===== src/rtl/sseg_scan_ctrl_if.sv =====
// Update bus between the system display registers and the scan controller.
// The master owns the digit data and load strobe; the slave reports pending.
interface sseg_scan_ctrl_if #(
    parameter int N_DIGITS = 8
);
    logic [4*N_DIGITS-1:0] hex_in;
    logic [N_DIGITS-1:0]   dp_in;
    logic [N_DIGITS-1:0]   blank_in;
    logic                  load;
    logic                  pending;

    modport master (
        output hex_in,
        output dp_in,
        output blank_in,
        output load,
        input  pending
    );

    modport slave (
        input  hex_in,
        input  dp_in,
        input  blank_in,
        input  load,
        output pending
    );
endinterface


===== src/rtl/sseg_scan_ctrl.sv =====
// N-digit multiplexed seven-segment scanner with hex decode, blanking,
// leading-zero suppression, PWM brightness and frame-synchronous update.
module sseg_scan_ctrl #(
    parameter int N_DIGITS = 8,
    parameter int DWELL    = 12500,
    parameter int PWM_BITS = 4
) (
    input  logic                clk,
    input  logic                reset_n,
    sseg_scan_ctrl_if.slave     upd,
    input  logic                lz_en,
    input  logic [PWM_BITS-1:0] bright,
    output logic                frame_tick,
    output logic [N_DIGITS-1:0] an,
    output logic [7:0]          sseg
);
    localparam int CNT_W = $clog2(DWELL);
    localparam int IDX_W = $clog2(N_DIGITS);
    localparam logic [CNT_W-1:0] CNT_LAST = CNT_W'(DWELL - 1);
    localparam logic [IDX_W-1:0] IDX_LAST = IDX_W'(N_DIGITS - 1);

    logic [CNT_W-1:0]      cnt_q, cnt_d;
    logic [IDX_W-1:0]      idx_q, idx_d;
    logic [PWM_BITS-1:0]   p_q, p_d;
    logic [4*N_DIGITS-1:0] act_hex_q, act_hex_d, sh_hex_q, sh_hex_d;
    logic [N_DIGITS-1:0]   act_dp_q, act_dp_d, sh_dp_q, sh_dp_d;
    logic [N_DIGITS-1:0]   act_blank_q, act_blank_d, sh_blank_q, sh_blank_d;
    logic                  pending_q, pending_d;
    logic [N_DIGITS-1:0]   an_q, an_d;
    logic [7:0]            sseg_q, sseg_d;
    logic                  wrap_s, boundary_s, sup_s;
    logic [3:0]            digit_hex_s;

    // Active-low gfedcba pattern for one hex nibble.
    function automatic logic [6:0] hex7(input logic [3:0] h);
        logic [6:0] seg;
        case (h)
            4'h0: seg = 7'b1000000;
            4'h1: seg = 7'b1111001;
            4'h2: seg = 7'b0100100;
            4'h3: seg = 7'b0110000;
            4'h4: seg = 7'b0011001;
            4'h5: seg = 7'b0010010;
            4'h6: seg = 7'b0000010;
            4'h7: seg = 7'b1111000;
            4'h8: seg = 7'b0000000;
            4'h9: seg = 7'b0010000;
            4'hA: seg = 7'b0001000;
            4'hB: seg = 7'b0000011;
            4'hC: seg = 7'b1000110;
            4'hD: seg = 7'b0100001;
            4'hE: seg = 7'b0000110;
            4'hF: seg = 7'b0001110;
            default: seg = 7'b1111111;
        endcase
        return seg;
    endfunction

    assign wrap_s     = (cnt_q == CNT_LAST);
    assign boundary_s = wrap_s && (idx_q == IDX_LAST);
    assign frame_tick = boundary_s;
    assign upd.pending = pending_q;
    assign an         = an_q;
    assign sseg       = sseg_q;

    // Scan counters and the shadow/active double buffer.
    always_comb begin
        cnt_d       = cnt_q + CNT_W'(1);
        idx_d       = idx_q;
        p_d         = p_q + PWM_BITS'(1);
        act_hex_d   = act_hex_q;
        act_dp_d    = act_dp_q;
        act_blank_d = act_blank_q;
        sh_hex_d    = sh_hex_q;
        sh_dp_d     = sh_dp_q;
        sh_blank_d  = sh_blank_q;
        pending_d   = pending_q;
        if (wrap_s) begin
            cnt_d = '0;
            if (idx_q == IDX_LAST) begin
                idx_d = '0;
            end else begin
                idx_d = idx_q + IDX_W'(1);
            end
        end else begin
            idx_d = idx_q;
        end
        // A load landing on the boundary bypasses the shadow so it is not
        // held back a whole frame.
        if (upd.load) begin
            sh_hex_d   = upd.hex_in;
            sh_dp_d    = upd.dp_in;
            sh_blank_d = upd.blank_in;
            if (boundary_s) begin
                act_hex_d   = upd.hex_in;
                act_dp_d    = upd.dp_in;
                act_blank_d = upd.blank_in;
                pending_d   = 1'b0;
            end else begin
                pending_d   = 1'b1;
            end
        end else if (boundary_s && pending_q) begin
            act_hex_d   = sh_hex_q;
            act_dp_d    = sh_dp_q;
            act_blank_d = sh_blank_q;
            pending_d   = 1'b0;
        end else begin
            pending_d   = pending_q;
        end
    end

    // Anode/segment drive for the digit currently selected.
    always_comb begin
        an_d        = '1;
        sseg_d      = 8'hFF;
        digit_hex_s = act_hex_q[4*idx_q +: 4];
        sup_s       = lz_en && (idx_q != '0);
        for (int i = 0; i < N_DIGITS; i++) begin
            sup_s = sup_s && !((i >= int'(idx_q)) && !act_blank_q[i] &&
                               (act_hex_q[4*i +: 4] != 4'h0));
        end
        if (act_blank_q[idx_q]) begin
            an_d   = '1;
            sseg_d = 8'hFF;
        end else begin
            sseg_d = {~act_dp_q[idx_q], sup_s ? 7'b1111111 : hex7(digit_hex_s)};
            // Count 0 keeps the anode off while the new segments settle.
            if ((cnt_q != '0) && (p_q <= bright)) begin
                an_d = ~(N_DIGITS'(1) << idx_q);
            end else begin
                an_d = '1;
            end
        end
    end

    // State registers; reset leaves the display dark.
    always_ff @(posedge clk or negedge reset_n) begin
        if (!reset_n) begin
            cnt_q       <= '0;
            idx_q       <= '0;
            p_q         <= '0;
            act_hex_q   <= '0;
            act_dp_q    <= '0;
            act_blank_q <= '1;
            sh_hex_q    <= '0;
            sh_dp_q     <= '0;
            sh_blank_q  <= '1;
            pending_q   <= 1'b0;
            an_q        <= '1;
            sseg_q      <= 8'hFF;
        end else begin
            cnt_q       <= cnt_d;
            idx_q       <= idx_d;
            p_q         <= p_d;
            act_hex_q   <= act_hex_d;
            act_dp_q    <= act_dp_d;
            act_blank_q <= act_blank_d;
            sh_hex_q    <= sh_hex_d;
            sh_dp_q     <= sh_dp_d;
            sh_blank_q  <= sh_blank_d;
            pending_q   <= pending_d;
            an_q        <= an_d;
            sseg_q      <= sseg_d;
        end
    end
endmodule


===== src/flat_wrapper.sv =====
// flat-port wrapper written by rule: the top's interface ports become plain ports
module sseg_scan_ctrl_flat 
#(
    parameter int N_DIGITS = 8,
    parameter int DWELL    = 12500,
    parameter int PWM_BITS = 4
)
  (clk, reset_n, lz_en, bright, frame_tick, an, sseg, upd_hex_in, upd_dp_in, upd_blank_in, upd_load, upd_pending);
  sseg_scan_ctrl_if #(.N_DIGITS(N_DIGITS)) upd_i ();
  input  logic clk;
  input  logic reset_n;
  input  logic lz_en;
  input  logic [PWM_BITS-1:0] bright;
  output logic frame_tick;
  output logic [N_DIGITS-1:0] an;
  output logic [7:0] sseg;
  input wire logic [$bits(upd_i.hex_in)-1:0] upd_hex_in;
  input wire logic [$bits(upd_i.dp_in)-1:0] upd_dp_in;
  input wire logic [$bits(upd_i.blank_in)-1:0] upd_blank_in;
  input wire logic [$bits(upd_i.load)-1:0] upd_load;
  output wire logic [$bits(upd_i.pending)-1:0] upd_pending;
  assign upd_i.hex_in = upd_hex_in;
  assign upd_i.dp_in = upd_dp_in;
  assign upd_i.blank_in = upd_blank_in;
  assign upd_i.load = upd_load;
  assign upd_pending = upd_i.pending;
  sseg_scan_ctrl #(.N_DIGITS(N_DIGITS), .DWELL(DWELL), .PWM_BITS(PWM_BITS)) u_core (.clk(clk), .reset_n(reset_n), .upd(upd_i), .lz_en(lz_en), .bright(bright), .frame_tick(frame_tick), .an(an), .sseg(sseg));
endmodule

===== config.mk =====
export PLATFORM = sky130hd
export DESIGN_NAME = sseg_scan_ctrl_flat
export DESIGN_NICKNAME = d
export VERILOG_FILES = /design/src/rtl/sseg_scan_ctrl_if.sv /design/src/rtl/sseg_scan_ctrl.sv /design/src/flat_wrapper.sv
export SDC_FILE = /design/constraint.sdc
export NUM_CORES = 1
export LEC_CHECK = 0
export BUFFER_PORTS_ARGS = -buffer_cell sky130_fd_sc_hd__buf_2
export CORE_MARGIN = 2
export CORE_UTILIZATION = 40
export CTS_CLUSTER_SIZE = 14
export DETAILED_ROUTE_END_ITERATION = 10
export PLACE_DENSITY = 0.56
export SYNTH_ARGS = -nofsm -noshare
export SYNTH_HDL_FRONTEND = slang
export SYNTH_SLANG_ARGS = --single-unit

===== constraint.sdc =====
create_clock -name clk -period 3.9 [get_ports clk]
set_input_delay 0.39 -clock clk [delete_from_list [all_inputs] [get_ports clk]]
set_output_delay 0.39 -clock clk [all_outputs]
set_load 0.01 [all_outputs]

; Word-level counts from Yosys, hierarchy flattened
; Memory sizes are Yosys's and may differ from the RTL's.
; Index checks and enable logic that the tools add are counted.
[word_totals]
ramBits = 0
output_inout_bits = 18
reg_bits = 134
n_memories = 1
rom_bits = 112
latch_bits = 0
[classes]
muxes = 22
n_addsub = 3
n_reduce_logical = 55
shift = 2
n_div = 0
multipliers = 0
bitwise = 2
n_eq_ne = 3
n_lt_le_gt_ge = 9
[mem_list]
columns = name, depth, word_bits, rd, rd_clocked_by_memory_dff, write_ports, line_no
row1 = (no name shown), 16, 7, 1, 0, 0, sseg_scan_ctrl.sv:37  ; case (h)
[ops]
columns = operator, n
row1 = two-way mux 32 bit, 3
row2 = two-way mux 8 bit, 9
row3 = nonzero test 4 bit, 8
row4 = variable part select 32 x 6 -> 4 bit, 1
row5 = logical AND 1 bit, 27
row6 = zero test 1 bit, 16
row7 = "adder 14 x 1 -> 14 bit, second input constant", 1
row8 = "== test 14 bit, second input constant", 1
row9 = two-way mux 14 bit, 1
row10 = nonzero test 14 bit, 1
row11 = ">= comparator 3 bit, first input constant", 3
row12 = inverter 8 bit, 1
row13 = "<< shifter 1 x 3 -> 8 bit, first input constant", 1
row14 = two-way mux 7 bit, 1
row15 = binary-select mux 1 bit (select 3 bit), 2
row16 = ">= comparator 1 x 3 -> 1 bit, first input constant", 2
row17 = ">= comparator 2 x 3 -> 1 bit, first input constant", 2
row18 = two-way mux 1 bit, 5
row19 = "adder 4 x 1 -> 4 bit, second input constant", 1
row20 = less-or-equal comparator 4 bit, 1
row21 = "less-than comparator 3 x 4 -> 1 bit, second input constant", 1
row22 = "adder 3 x 1 -> 3 bit, second input constant", 1
row23 = "== test 3 bit, second input constant", 1
row24 = two-way mux 3 bit, 1
row25 = other kinds (5), 5

; Logic depth before layout (Yosys ltp)
[depth]
word_depth = 14
depth_mapped = 10

; Least setup slack after synthesis
; Ideal clock, no wire load.
[synth_timing]
kind = register to register
from = register u_core.idx_q[2]
to = register u_core.sseg_q[6] (netlist: u_core.sseg[6])
period_less_slack_ns = 2.478
setup_slack_ns = 1.422
required_ns = 3.801
path_stages_with_launch = 10
t_arrival_ns = 2.379
path_buffers = 2
path_cell_list = dfrtp_1 > clkbuf_1 > clkbuf_1 > mux4_2 > mux2i_1 > inv_1 > ha_1 > mux2_2 > a22oi_1 > nand3_1
[synth_between]
elab_chain_cells = 14
elab_cells_between_ends = 44
cone_classes = order compare (7) / shift (1) / mux (4) / reduce/logical (31) / memory (1)
[synth_rtl]
columns = element, line_no
row1 = "start, declared", sseg_scan_ctrl.sv:23  ; logic [IDX_W-1:0] idx_q, idx_d;
row2 = "start signal, assigned", sseg_scan_ctrl.sv:153  ; idx_q <= idx_d;
row3 = "parallel branches: the longest is 13 deep, another holds memory (16 x 7 bit)", --
row4 = two-way mux 8 bit (*), sseg_scan_ctrl.sv:122  ; if (act_blank_q[idx_q]) begin
row5 = net u_core.sseg_d[6], sseg_scan_ctrl.sv:30  ; logic [7:0] sseg_q, sseg_d;
row6 = "end signal, assigned", sseg_scan_ctrl.sv:163  ; sseg_q <= sseg_d;
row7 = "end, declared", sseg_scan_ctrl.sv:30
; Mark *: on every way through the listed nets, which the timed path passes. The select of a mux whose other input is x is not followed.
; A chain may end at the register's enable or synchronous reset.

; Final worst setup path
[layout_timing]
from = register u_core.idx_q[0]
to = register u_core.act_dp_q[6]
[layout_between]
elab_chain_cells = 5
elab_cells_between_ends = 6
cone_classes = eq/ne (2) / reduce/logical (4)
[layout_rtl]
columns = element, line_no
row1 = == test 3 bit (*), sseg_scan_ctrl.sv:60  ; assign boundary_s = wrap_s && (idx_q == IDX_LAST);
row2 = logical AND 1 bit (*), sseg_scan_ctrl.sv:60
row3 = logical AND 1 bit, sseg_scan_ctrl.sv:102  ; end else if (boundary_s && pending_q) begin
row4 = nonzero test 2 bit (no line), --
row5 = AND reduction 2 bit (no line) (*), --
row6 = "end signal, assigned", sseg_scan_ctrl.sv:156  ; act_dp_q <= act_dp_d;
row7 = "end, declared", sseg_scan_ctrl.sv:26  ; logic [N_DIGITS-1:0] act_dp_q, act_dp_d, sh_dp_q, sh_dp_d;
; Mark *: on every way between the ends. The rest lies on a longest branch, timed or not.

==> flow_summary.ini <==
[status]
outcome = completed

[floorplan]
initial_core_util_pct = 40.3
core_area_sq_um = 15000
rows = 45
die_x_microns = 127
die_h_microns = 127
pin_count = 74
dieArea_sq_um = 16200

[route]
final_antenna_net_count = 0
drt_first_pass_iters = 4
vias_per_cell = 5.16
dr.first_iter.drc_count = 231
wl_per_cell_microns = 17.2
drc_errors = 0
num_vias = 3635
met3_wirelength_microns = 544
top_layer_used = met4
wl_met2_mm = 5.66
drt_wl_total_mm = 12.1
m1WireLength_mm = 5.74

[cells_and_area]
antennaDiodeCount = 0
fin_nets = 579
finalNonFillerCells = 705
finalInstanceArea_sq_um = 7220
final_layout_size_suffix_gt1_share_pct = 50.3
num-fill-cells = 1310
final_common_cell = dfrtp_1
syn2layout_area_growth_pct = 19.1
layout_common_cells = dfrtp_1 (102), mux2_2 (81), buf_2 (72)

[timing]
setup_violations = 0
fin_tns_setup_ns = 0
drv_slew = 0
worst_pin_slew_ns = 0.871
finalCritPeriodShare_pct = 70.5
fmax_mhz = 363
grt_setup_unrepaired = false
fin_worst_skew_ns = 0.00802
period_needed_ns = 2.75
hold_violations = 0
relSlewSlack_pct = 40.3

[setup_path]
end_kind = flip-flop
ff2ff_setup_slack_ns = 1.15
timing.rr.end = u_core.act_dp_q[6]
cp_slowest_cell = dfrtp_1
cp.arrival_ns = 3.05
worstPathRequired_ns = 4.20
crit_start = u_core.idx_q[0]
crit_top_cell = ha_1
ff2ff_path_depth = 6
crit_path_max_incr_delay_ns = 0.62
crit_path_cell_trace = ha_1 > ha_1 > and2_2 > o21ai_4 > buf_4 > mux2_2
reg2reg_from = u_core.idx_q[0]
setup.worst_path.start_class = flip-flop
critPathKind = flip-flop to flip-flop
crit_fanout = 28

[global_route]
grt_pass1_vias = 3782
grt_remaining_overflow = 0
grt_max_degree = 69
antenna_found_initial = 0
grtUsageTotal_pct = 16.1
grt_pass1_wl_mm = 20.1

[clock_network]
clkTransAtPathRegs_ns = 0.06
cts_root_buf = clkbuf_16
clockBufferDepth = 2
numCtsBuffers = 17
cts_sinks = 134
clk_latency_ns = 0.42
cts_max_level = 4
cts_tree = yes
ctsHoldBuffers = 0
cts_resized = 0
cts_setup_buffers = 0

[hold_path]
min_path_type = input port to asynchronous set/reset pin

[job]
max-cap-violations = 0

[synthesis]
synth_top_cell_by_area = dfrtp_1
synth_ff_type = dfrtp_1
avgSynthCellArea_sq_um = 14.3
yosys_warnings = 0
netlist_area_sq_um = 6060
ys_ff_latch = 134
synth_area_leaders = dfrtp_1 (42%), mux2_2 (15%), dfstp_2 (14%), mux2_4 (5.0%), mux4_2 (4.5%)
async_flop_share_pct = 100
synth_enable_flop_cells = 0
post-synth-top-area-fraction_pct = 42.1
ys_types = 45
syn-instance-count = 423
yosysSeqAreaShare_pct = 56.0
synth_nets = 498

[pwr]
pwr_density_cell_nw_per_um2 = 434
peakVddDrop_mv = 0.284
p_leak_nw = 3.41

[placement]
dp.cells = 673
dpl_cell_area_sq_um = 6640
place_congestion = 0.772
hpwl_mm = 8.52
io_buffers = 73
[synthesized netlist by cell type (all sizes together), types with 3 or more instances]
cell	count
dfrtp	102
mux2	101
dfstp	32
ha	19
nor2	19
inv	15
nand3	14
buf	12
mux4	12
nand4	11
nor4	10
nand2	9
o21ai	8
mux2i	7
xnor2	7
xor2	7
clkbuf	5
nor2b	4
a21oi	3
and3	3
[registers in the layout, indices dropped and copies added, names as in the netlist]
name / flops
u_core.act_hex_q: 32
u_core.sh_hex_q: 32
u_core.cnt_q: 14
u_core.act_blank_q: 8
u_core.act_dp_q: 8
u_core.an: 8
u_core.sh_blank_q: 8
u_core.sh_dp_q: 8
u_core.sseg: 8
u_core.p_q: 4
u_core.idx_q: 3
u_core.upd.pending: 1
[cell families after synthesis]
| kind of cell | count (synthesis) | share of synthesized area, % |
|---|---|---|
| flops | 134 | 56.0 |
| mux | 120 | 25.6 |
| simple gates | 80 | 7.33 |
| buf+inv | 32 | 2.46 |
| compound gates | 24 | 2.70 |
| fa+ha+maj | 19 | 3.92 |
| xor+xnor | 14 | 2.02 |
[worst max-delay path by stage]
stage,endpoint,slack [ns],depth (start not counted)
2_1_floorplan,u_core.sseg[6],1.42,9
3_3_place_gp,u_core.act_hex_q[28],1.21,7
3_5_place_dp,u_core.act_dp_q[6],1.15,6
4_1_cts,u_core.act_dp_q[6],1.14,6
5_1_grt,u_core.sseg[3],0.90,7
6_report,u_core.act_dp_q[6],1.15,6
[power breakdown]
| group | internal, mW | total [mW] | switching (mW) | leakage [nW] |
|---|---|---|---|---|
| clock | 0.911 | 1.53 | 0.615 | 0.268 |
| combinational | 0.0714 | 0.150 | 0.0783 | 1.50 |
| sequential | 1.45 | 1.46 | 0.0114 | 1.64 |
| total | 2.43 | 3.14 | 0.705 | 3.41 |
[stage by stage]
| stage | hold WS, ns | utilization (%) | total power [mW] | setup WS, ns |
|---|---|---|---|---|
| 2_1_floorplan | 0.0944 | - | 1.55 | 1.42 |
| 3_3_place_gp | 0.464 | 44.2 | 1.63 | 1.21 |
| 3_5_place_dp | 0.466 | 44.2 | 1.64 | 1.15 |
| 4_1_cts | 0.125 | 48.0 | 3.18 | 1.14 |
| 5_1_grt | 0.167 | 48.0 | 3.27 | 0.897 |
| 6_report | 0.0963 | 48.0 | 3.14 | 1.15 |
[cell type report]
type,instances,area (sq um),share of cell area [%]
repair buffers,79,425,5.89
flip-flops and latches,134,3390,47.0
multi-input cells,257,2530,35.0
well taps,188,235,3.26
clock inverters,11,90.1,1.25
clock buffers,21,493,6.83
inverters,15,56.3,0.780
[critical path, delay by kind of cell (launching register included)]
family                   cells  cell delay [ns]
AND/OR/NAND/NOR              1             0.22
flip-flops                   1             0.62
adder cells (fa/ha/maj)      2             0.58
AO/OA/AOI/OAI                1             0.30
buffers and inverters        1             0.50
multiplexers                 1             0.38
[per-layer routing]
layer  global-route usage [%]  vias up
met2                     24.4       77
met4                     5.24        0
li1                         -     1697
met1                     22.3     1848
met3                     5.03       13
met5                        0        -
Note: power is estimated with default switching activity, not from simulation.
